===== config.mk =====
export PLATFORM = sky130hd
export DESIGN_NAME = spi_reg_slave
export DESIGN_NICKNAME = d
export VERILOG_FILES = /design/src/rtl/spi_reg_pkg.sv /design/src/rtl/spi_frame_counter.sv /design/src/rtl/spi_reg_slave.sv
export SDC_FILE = /design/constraint.sdc
export NUM_CORES = 1
export LEC_CHECK = 0
export ABC_AREA = 1
export ABC_CLOCK_PERIOD_IN_PS = 3100
export BUFFER_PORTS_ARGS = -buffer_cell sky130_fd_sc_hd__buf_2
export CAP_MARGIN = 10
export CORE_MARGIN = 8
export CORE_UTILIZATION = 40
export DETAILED_ROUTE_END_ITERATION = 6
export REMOVE_ABC_BUFFERS = 1
export SLEW_MARGIN = 20
export SYNTH_ARGS = -nofsm -noshare
export SYNTH_HDL_FRONTEND = slang
export SYNTH_SLANG_ARGS = --single-unit

===== constraint.sdc =====
create_clock -name spi_sclk_i -period 3.1 [get_ports spi_sclk_i]
set_input_delay 0.31 -clock spi_sclk_i [delete_from_list [all_inputs] [get_ports spi_sclk_i]]
set_output_delay 0.31 -clock spi_sclk_i [all_outputs]
set_load 0.01 [all_outputs]

===== src/rtl/spi_reg_pkg.sv =====
// rtl/spi_reg_pkg.sv - shared command codes, phase encoding and address wrap for spi_reg_slave
package spi_reg_pkg;

  localparam int unsigned CMD_WRITE       = 1;
  localparam int unsigned CMD_READ        = 2;
  localparam int unsigned CMD_WRITE_BURST = 3;
  localparam int unsigned CMD_READ_BURST  = 4;

  typedef enum logic [1:0] {
    PH_HEADER = 2'd0,
    PH_DATA   = 2'd1,
    PH_IGNORE = 2'd2
  } phase_e;

  // Burst address step: the last register (or anything beyond it) wraps to 0.
  function automatic int unsigned next_addr(input int unsigned addr, input int unsigned num_regs);
    return (addr + 1 >= num_regs) ? 0 : addr + 1;
  endfunction

endpackage


===== src/rtl/spi_frame_counter.sv =====
// rtl/spi_frame_counter.sv - header/data bit counting and frame phase FSM, cleared per frame
module spi_frame_counter
  import spi_reg_pkg::*;
#(
  parameter int HDR_W  = 8,
  parameter int DATA_W = 8
) (
  input  logic   i_clk,
  input  logic   i_frame_rst_n,
  input  logic   i_known_cmd,
  input  logic   i_single,
  output logic   o_hdr_done,
  output logic   o_word_done,
  output phase_e o_phase
);

  localparam int HC_W = (HDR_W > 1) ? $clog2(HDR_W) : 1;
  localparam int DC_W = (DATA_W > 1) ? $clog2(DATA_W) : 1;
  localparam logic [HC_W-1:0] HDR_LAST = HC_W'(HDR_W - 1);
  localparam logic [DC_W-1:0] BIT_LAST = DC_W'(DATA_W - 1);

  logic [HC_W-1:0] r_hdr_cnt;
  logic [DC_W-1:0] r_bit_cnt;
  phase_e          r_phase;

  assign o_hdr_done  = (r_phase == PH_HEADER) && (r_hdr_cnt == HDR_LAST);
  assign o_word_done = (r_phase == PH_DATA) && (r_bit_cnt == BIT_LAST);
  assign o_phase     = r_phase;

  always_ff @(posedge i_clk or negedge i_frame_rst_n) begin
    if (!i_frame_rst_n) begin
      r_hdr_cnt <= '0;
      r_bit_cnt <= '0;
      r_phase   <= PH_HEADER;
    end else begin
      case (r_phase)
        PH_HEADER: begin
          if (r_hdr_cnt == HDR_LAST) begin
            r_phase <= i_known_cmd ? PH_DATA : PH_IGNORE;
          end else begin
            r_hdr_cnt <= r_hdr_cnt + 1'b1;
          end
        end
        PH_DATA: begin
          // Wraps per word so arbitrarily long bursts never overflow.
          if (r_bit_cnt == BIT_LAST) begin
            r_bit_cnt <= '0;
            if (i_single) begin
              r_phase <= PH_IGNORE;
            end
          end else begin
            r_bit_cnt <= r_bit_cnt + 1'b1;
          end
        end
        default: r_phase <= PH_IGNORE;
      endcase
    end
  end

endmodule


===== src/rtl/spi_reg_slave.sv =====
// rtl/spi_reg_slave.sv - SPI-slave register file with readback, burst auto-increment and frame abort
module spi_reg_slave
  import spi_reg_pkg::*;
#(
  parameter int              DATA_W    = 8,
  parameter int              NUM_REGS  = 10,
  parameter int              ADDR_W    = 4,
  parameter int              CMD_W     = 4,
  parameter logic [DATA_W-1:0] RESET_VAL = '0
) (
  input  logic                       spi_sclk_i,
  input  logic                       rst_low_i,
  input  logic                       spi_ss_i,
  input  logic                       spi_mosi_i,
  output logic                       spi_miso_o,
  output logic [NUM_REGS*DATA_W-1:0] regs_o,
  output logic [ADDR_W-1:0]          wr_addr_o,
  output logic                       wr_toggle_o
);

  localparam int HDR_W = CMD_W + ADDR_W;
  localparam logic [ADDR_W:0] NUM_REGS_L = (ADDR_W + 1)'(NUM_REGS);

  logic [HDR_W-2:0]  r_hdr;
  logic [CMD_W-1:0]  r_cmd;
  logic [ADDR_W-1:0] r_addr;
  logic [DATA_W-2:0] r_data;
  logic [DATA_W-1:0] r_rd_sr;
  logic [DATA_W-1:0] r_regs [NUM_REGS];
  logic [ADDR_W-1:0] r_wr_addr;
  logic              r_wr_toggle;

  logic [HDR_W-1:0]  w_hdr_next;
  logic [CMD_W-1:0]  w_cmd_next;
  logic [ADDR_W-1:0] w_addr_next;
  logic [ADDR_W-1:0] w_addr_inc;
  logic [DATA_W-1:0] w_word;
  logic              w_frame_rst_n;
  logic              w_known, w_single, w_is_write, w_is_read, w_is_burst;
  logic              w_hdr_done, w_word_done;
  phase_e            w_phase;

  function automatic logic in_range(input logic [ADDR_W-1:0] a);
    return {1'b0, a} < NUM_REGS_L;
  endfunction

  function automatic logic [DATA_W-1:0] reg_or_ones(input logic [ADDR_W-1:0] a);
    return in_range(a) ? r_regs[a] : '1;
  endfunction

  assign w_hdr_next  = {r_hdr, spi_mosi_i};
  assign w_cmd_next  = w_hdr_next[HDR_W-1 -: CMD_W];
  assign w_addr_next = w_hdr_next[ADDR_W-1:0];
  assign w_word      = {r_data, spi_mosi_i};
  assign w_addr_inc  = ADDR_W'(next_addr(32'(r_addr), NUM_REGS));

  assign w_known    = (w_cmd_next == CMD_W'(CMD_WRITE)) || (w_cmd_next == CMD_W'(CMD_READ)) ||
                      (w_cmd_next == CMD_W'(CMD_WRITE_BURST)) || (w_cmd_next == CMD_W'(CMD_READ_BURST));
  assign w_single   = (r_cmd == CMD_W'(CMD_WRITE)) || (r_cmd == CMD_W'(CMD_READ));
  assign w_is_write = (r_cmd == CMD_W'(CMD_WRITE)) || (r_cmd == CMD_W'(CMD_WRITE_BURST));
  assign w_is_read  = (r_cmd == CMD_W'(CMD_READ)) || (r_cmd == CMD_W'(CMD_READ_BURST));
  assign w_is_burst = (r_cmd == CMD_W'(CMD_WRITE_BURST)) || (r_cmd == CMD_W'(CMD_READ_BURST));

  // Frame state is wiped by either reset or slave-select going high.
  assign w_frame_rst_n = rst_low_i & ~spi_ss_i;

  spi_frame_counter #(
    .HDR_W  (HDR_W),
    .DATA_W (DATA_W)
  ) u_frame_counter (
    .i_clk         (spi_sclk_i),
    .i_frame_rst_n (w_frame_rst_n),
    .i_known_cmd   (w_known),
    .i_single      (w_single),
    .o_hdr_done    (w_hdr_done),
    .o_word_done   (w_word_done),
    .o_phase       (w_phase)
  );

  always_ff @(posedge spi_sclk_i or negedge w_frame_rst_n) begin
    if (!w_frame_rst_n) begin
      r_hdr   <= '0;
      r_cmd   <= '0;
      r_addr  <= '0;
      r_data  <= '0;
      r_rd_sr <= '1;
    end else begin
      case (w_phase)
        PH_HEADER: begin
          r_hdr <= w_hdr_next[HDR_W-2:0];
          if (w_hdr_done) begin
            r_cmd   <= w_cmd_next;
            r_addr  <= w_addr_next;
            r_rd_sr <= reg_or_ones(w_addr_next);
          end
        end
        PH_DATA: begin
          r_data <= w_word[DATA_W-2:0];
          if (w_word_done && w_is_burst) begin
            r_addr  <= w_addr_inc;
            r_rd_sr <= reg_or_ones(w_addr_inc);
          end else begin
            r_rd_sr <= {r_rd_sr[DATA_W-2:0], 1'b1};
          end
        end
        default: ;
      endcase
    end
  end

  always_ff @(posedge spi_sclk_i or negedge rst_low_i) begin
    if (!rst_low_i) begin
      for (int k = 0; k < NUM_REGS; k++) begin
        r_regs[k] <= RESET_VAL;
      end
      r_wr_addr   <= '0;
      r_wr_toggle <= 1'b0;
    end else if (w_word_done && w_is_write && in_range(r_addr)) begin
      r_regs[r_addr] <= w_word;
      r_wr_addr      <= r_addr;
      r_wr_toggle    <= ~r_wr_toggle;
    end
  end

  assign spi_miso_o = (spi_ss_i || (w_phase != PH_DATA) || !w_is_read) ? 1'b1 : r_rd_sr[DATA_W-1];

  for (genvar k = 0; k < NUM_REGS; k++) begin : g_flat
    assign regs_o[k*DATA_W +: DATA_W] = r_regs[k];
  end

  assign wr_addr_o   = r_wr_addr;
  assign wr_toggle_o = r_wr_toggle;

endmodule

-- Word-level counts from Yosys, hierarchy flattened
Index checks and enable logic that the tools add are counted.
- bits in registers: 123
- output and inout port bits: 86
- input bits: 4
- word-level logic and storage cells: 103
- bitwise operators: 7
- reductions and logical operators: 23
- equal/unequal tests: 17
- muxes and demuxes: 25
- magnitude comparators: 8
- add/subtract/negate cells: 3
- operators by type and width (cell ; count):
    $bwmux W80 ; 1
    $mux W8 ; 9
    $bmux W8 S4 ; 2
    $demux W8 S4 ; 1
    $eq A4 B2 Y1 const B ; 4
    $pmux W8 S2 ; 1
    $ge A5 B5 Y1 const B ; 3
    $not A4 Y5 ; 3
    $lt A4 B4 Y1 const B ; 3
    $mux W4 ; 3
    $logic_or A1 B1 Y1 ; 9
    $eq A4 B1 Y1 const B ; 2
    $eq A4 B3 Y1 const B ; 2
    $mux W2 ; 4
    $pmux W4 S2 ; 1
    $add A3 B1 Y3 const B ; 2
    $eq A3 B3 Y1 const B ; 2
    $logic_and A1 B1 Y1 ; 6
    $ne A2 B1 Y1 const B ; 3
    $ne A2 B2 Y1 const B ; 3
    $reduce_and A2 Y1 ; 3
    $reduce_and A3 Y1 ; 2
    $add A4 B1 Y5 const B ; 1
    $ge A5 B4 Y1 const B ; 1
    10 further kinds ; 12

-- Logic depth before layout (Yosys ltp)
- word-level depth: 10
- depth in mapped cells: 16
- mapped depth without buffers: 15

-- Hierarchy
A second synthesis with hierarchy kept.
- cells, all modules: 918
- area total of the unflattened synthesis: 6799.0 um2
- modules (own cells, without submodules) (module ; times used ; area an instance (um2) ; sequential area each (um2) ; cells each):
    spi_reg_slave ; 1 ; 6392.4 ; 2887.8 ; 870
    spi_frame_counter ; 1 ; 406.6 ; 200.2 ; 48

-- Worst setup path after synthesis
No wires, ideal clock.
- kind: register -> register
- start point: reg r_addr[0]
- end point: reg r_rd_sr[0]
- buffers on the path: 2
- period minus slack after synthesis: 2.224 ns
- path slack: 0.876 ns
- arrival time: 2.148 ns
- data required time: 3.024 ns
- cell stages (with the launch flop): 15
- cells stage by stage: dfrtp_1 > inv_2 > clkbuf_1 > ha_1 > inv_1 > nand3_2 > nand2_4 > nand3_4 > buf_2 > o21ai_1 > nand3_1 > nand3_1 > nand3_1 > nand2_1 > nand2_1
- word-level cells in the longest chain between the ends: 10
- elaborated cells between the ends (all ways): 11
- classes of those cells: 1 x add/sub; 2 x order compare; 7 x mux; 1 x bitwise
- RTL lines (element ; RTL line ; text):
    start: declaration ; spi_reg_slave.sv:26 ; logic [ADDR_W-1:0] r_addr;
    start signal: assignment ; spi_reg_slave.sv:93 ; r_addr <= w_addr_next;
    start signal: assignment ; spi_reg_slave.sv:100 ; r_addr <= w_addr_inc;
    $add A4 B1 Y5 (*) ; spi_reg_pkg.sv:17 ; return (addr + 1 >= num_regs) ? 0 : addr + 1;
    $ge A5 B4 Y1 ; spi_reg_pkg.sv:17 ;
    $mux W4 (*) ; spi_reg_pkg.sv:17 ;
    $not A4 Y5 (implied by the code) ; spi_reg_slave.sv:48 ; return in_range(a) ? r_regs[a] : '1;
    $bmux W8 S4 ; spi_reg_slave.sv:48 ;
    $mux W8 (implied by the code) (2 in a row) ; spi_reg_slave.sv:48 ;
    $mux W8 (*) ; spi_reg_slave.sv:48 ;
    $mux W8 (*) ; spi_reg_slave.sv:99 ; if (w_word_done && w_is_burst) begin
    $pmux W8 S2 (*) ; spi_reg_slave.sv:88 ; case (w_phase)
    end signal: assignment ; spi_reg_slave.sv:94 ; r_rd_sr <= reg_or_ones(w_addr_next);
    end signal: assignment ; spi_reg_slave.sv:101 ; r_rd_sr <= reg_or_ones(w_addr_inc);
    end signal: assignment ; spi_reg_slave.sv:103 ; r_rd_sr <= {r_rd_sr[DATA_W-2:0], 1'b1};
    end: declaration ; spi_reg_slave.sv:28 ; logic [DATA_W-1:0] r_rd_sr;
Every way passes the cells marked *; elsewhere a longest branch is shown, timed or not. The select of a mux whose other input is x is not followed.
A chain may end at the register's enable or synchronous reset.

-- Worst setup path after layout
Ends and elaborated chain as after synthesis.

==> results.py <==
metrics = {
    "global_route": {
        "grt_overflow": 0,
        "grt_pass1_wl_mm": 34.11,
        "antenna_found_initial": 0,
        "grt_pass1_vias": 6202,
        "grt_use_total_pct": 19.93,
        "grt_max_degree": 53,
    },
    "sta": {
        "skew_ns": 0.008816,
        "tightest_slew_ns": 0.8748,
        "setup_slack_ns": 0.5044,
        "drv_slew": 0,
        "rsz0062_at_grt": "false",
        "period_share_pct": 83.73,
        "period_needed_ns": 2.596,
        "finalSetupViolations": 0,
        "slew_headroom_pct": 41.68,
        "fmaxAchievable_mhz": 385.3,
        "fin_tns_setup_ns": 0,
        "final_hold_viol_count": 0,
    },
    "worst_setup_path": {
        "critPathKind": "flip-flop to flip-flop",
        "cp_data_required_time_ns": 3.45,
        "crit_path_max_fanout": 33,
        "crit_arrival_ns": 2.94,
        "critPathCaptureType": "flip-flop",
        "cp-start-kind": "flip-flop",
    },
    "routing": {
        "drt_pass1_iterations": 7,
        "routedWlPerCell_um": 17.85,
        "routed-via-count": 6173,
        "finalWirelength_mm": 20.78,
        "drt_iter0_markers": 565,
        "avgViaCountPerCell": 5.303,
        "drc": 0,
        "ant_nets": 0,
    },
    "clock_network": {
        "clkSinkCount": 123,
        "postCtsSetupRepairBufs": 0,
        "numCtsBuffers": 17,
        "cts_tree": "done",
        "clkTransAtPathRegs_ns": 0.06,
        "cts_resized": 0,
        "clockRootBuffer": "clkbuf_16",
        "htree_levels": 4,
        "clk_latency_ns": 0.42,
        "clockBufferDepth": 2,
    },
    "placed_design": {
        "io_buffers": 89,
        "place_ws_ns": 0.5246,
        "placed_area_um2": 7380,
        "gp_congestion": 0.8909,
        "hpwl_mm": 14.85,
    },
    "synthesis": {
        "synth-simple-area-share_pct": 26.54,
        "synth_async_sr_flop_share_pct": 100.0,
        "synth.top_cell.area_share_pct": 42.43,
        "yosysTopAreaCell": "dfrtp_1",
        "synth_top_family_by_area": "simple AND/OR/NAND/NOR gates",
        "synth_fa_ha_area_share_pct": 1.660,
        "synthXorXnorAreaFrac_pct": 0.2583,
        "yosysSeqAreaShare_pct": 45.53,
        "synth-compound-area-share_pct": 17.14,
        "synthFlopType": "dfrtp_1",
        "ys_ff_latch": 123,
        "synth-edff-count": 0,
        "syn_inst": 862,
        "syn_area_um2": 6783,
        "ys_warn_count": 0,
        "avgSynthCellArea_um2": 7.869,
        "synth_top_cells_by_area": "dfrtp_1, nand2_1, o21ai_0",
        "synth_cell_types": 47,
        "muxShareOfSynthArea_pct": 0.1476,
    },
    "final_layout": {
        "mostFrequentLayoutCell": "nand2_1",
        "diodes": 0,
        "syn2layout_area_growth_pct": 16.81,
        "layout_common_cells": "nand2_1, o21ai_0, dfrtp_1",
        "fin_nets": 947,
        "finalInstanceArea_um2": 7923,
        "final_core_utilization_pct": 47.77,
        "n_fill_cell": 1675,
        "drive_gt1_share_pct": 19.17,
    },
    "run": {
        "drv_cap": 0,
    },
    "floorplan": {
        "num_rows": 47,
        "die_y_um": 146.2,
        "die_x_um": 146.2,
        "io_pins": 90,
        "dieArea_um2": 21380,
        "initial_core_util_pct": 40.90,
        "core_area_um2": 16580,
    },
    "run_status": {
        "outcome": "finished, final reports clean",
    },
    "power": {
        "p_per_area_nw_per_um2": 643.7,
        "fin_total_pwr_mw": 5.100,
        "leakagePower_nw": 3.742,
        "vdd_drop_max_uv": 408.6,
    },
    "hold_path": {
        "hold_class": "input pin to asynchronous set/reset pin",
    },
}
worst paths after layout:
path | start | end | slack (ns) | cells past startpoint
max in group asynchronous | rst_low_i | r_rd_sr[4] | 1.80 | 5
min | spi_ss_i | u_frame_counter.o_phase[0] | 0.08 | 3
min reg2reg | wr_toggle_o | wr_toggle_o | 0.46 | 1
max reg2reg | r_addr[0] | r_rd_sr[0] | 0.50 | 14
min in group spi_sclk_i | wr_toggle_o | wr_toggle_o | 0.46 | 1
max | r_addr[0] | r_rd_sr[0] | 0.50 | 14
worst max-delay path: stages (launching register included):
cell	delay, ns
dfrtp_1	0.50
ha_1	0.36
nand2_1	0.08
nand2_1	0.12
nand3_2	0.09
nand2_4	0.19
nand3_4	0.36
inv_4	0.31
nand2_2	0.06
nand3_1	0.07
nand3_1	0.08
nand3_1	0.08
nand3_1	0.06
nand2_1	0.10
nand2_1	0.05
registers in the layout, indices dropped and copies added (netlist names):
signal,count
r_data,7
r_addr,4
wr_toggle_o,1
regs_o,80
r_rd_sr,8
u_frame_counter.r_bit_cnt,3
u_frame_counter.r_hdr_cnt,3
r_cmd,4
wr_addr_o,4
r_hdr,7
u_frame_counter.o_phase,2
repair_timing:
action                                 4_1_cts  5_1_grt
hold buffers                                 1        0
endpoints found under the hold margin       18        0
setup endpoints to repair                    0        0
per-stage QoR:
step           std cells  hold WS [ns]
2_1_floorplan        811       0.01441
3_3_place_gp        1134        0.2258
3_5_place_dp        1134        0.2248
4_1_cts             1164       0.09448
5_1_grt             1164        0.1356
6_report            1164       0.08239
where the power goes:
part / internal, mW / switching [mW] / total [mW]
Sequential: 1.72 / 0.116 / 1.84
Clock: 1.12 / 0.711 / 1.83
Combinational: 0.465 / 0.964 / 1.43
Total: 3.31 / 1.79 / 5.10
Yosys cell counts (2+ instances only):
master / n
or2_2: 7
a21oi_2: 3
inv_2: 4
a21boi_1: 6
buf_4: 2
nand3_1: 77
dfstp_2: 8
inv_4: 2
nand2_1: 217
nor2_2: 2
nand3_2: 2
o21ai_1: 12
nand4_1: 13
o22ai_1: 6
a31oi_1: 3
o211ai_1: 13
nor2_1: 35
dfrtp_1: 115
o21ai_0: 129
a311oi_1: 5
nand2_2: 5
buf_2: 12
clkinv_1: 3
nor3_1: 6
clkbuf_1: 31
ha_1: 9
a21oi_1: 24
inv_1: 78
nand3_4: 11
buf_6: 5
area by class of cell:
| type | count | area [um2] | share of cell area [%] |
|---|---|---|---|
| timing repair buffer | 104 | 575.6 | 7.265 |
| sequential | 123 | 3088 | 38.98 |
| tap | 220 | 275.3 | 3.474 |
| clock buffer | 21 | 460.4 | 5.812 |
| multi-input combinational | 600 | 3110 | 39.26 |
| clock inverter | 8 | 72.57 | 0.9160 |
| inverter | 88 | 340.3 | 4.296 |
per-layer routing:
layer / global-route usage [%] / part of all wire [%] / up-vias / routed length, um
met5: 0 / 0 / - / 0
met4: 7.058 / 2.0 / 0 / 410
met3: 4.604 / 5.5 / 26 / 1136
met2: 30.90 / 46 / 182 / 9462
met1: 26.70 / 47 / 2961 / 9767
li1: - / - / 3004 / -
logic make-up after synthesis:
group,Yosys count
flip-flops,123
AND/OR/NAND/NOR,380
XOR/XNOR,2
buffers and inverters,139
AO/OA/AOI/OAI,208
adder cells (fa/ha/maj),9
multiplexers,1
Note: power is estimated with default switching activity, not from simulation.
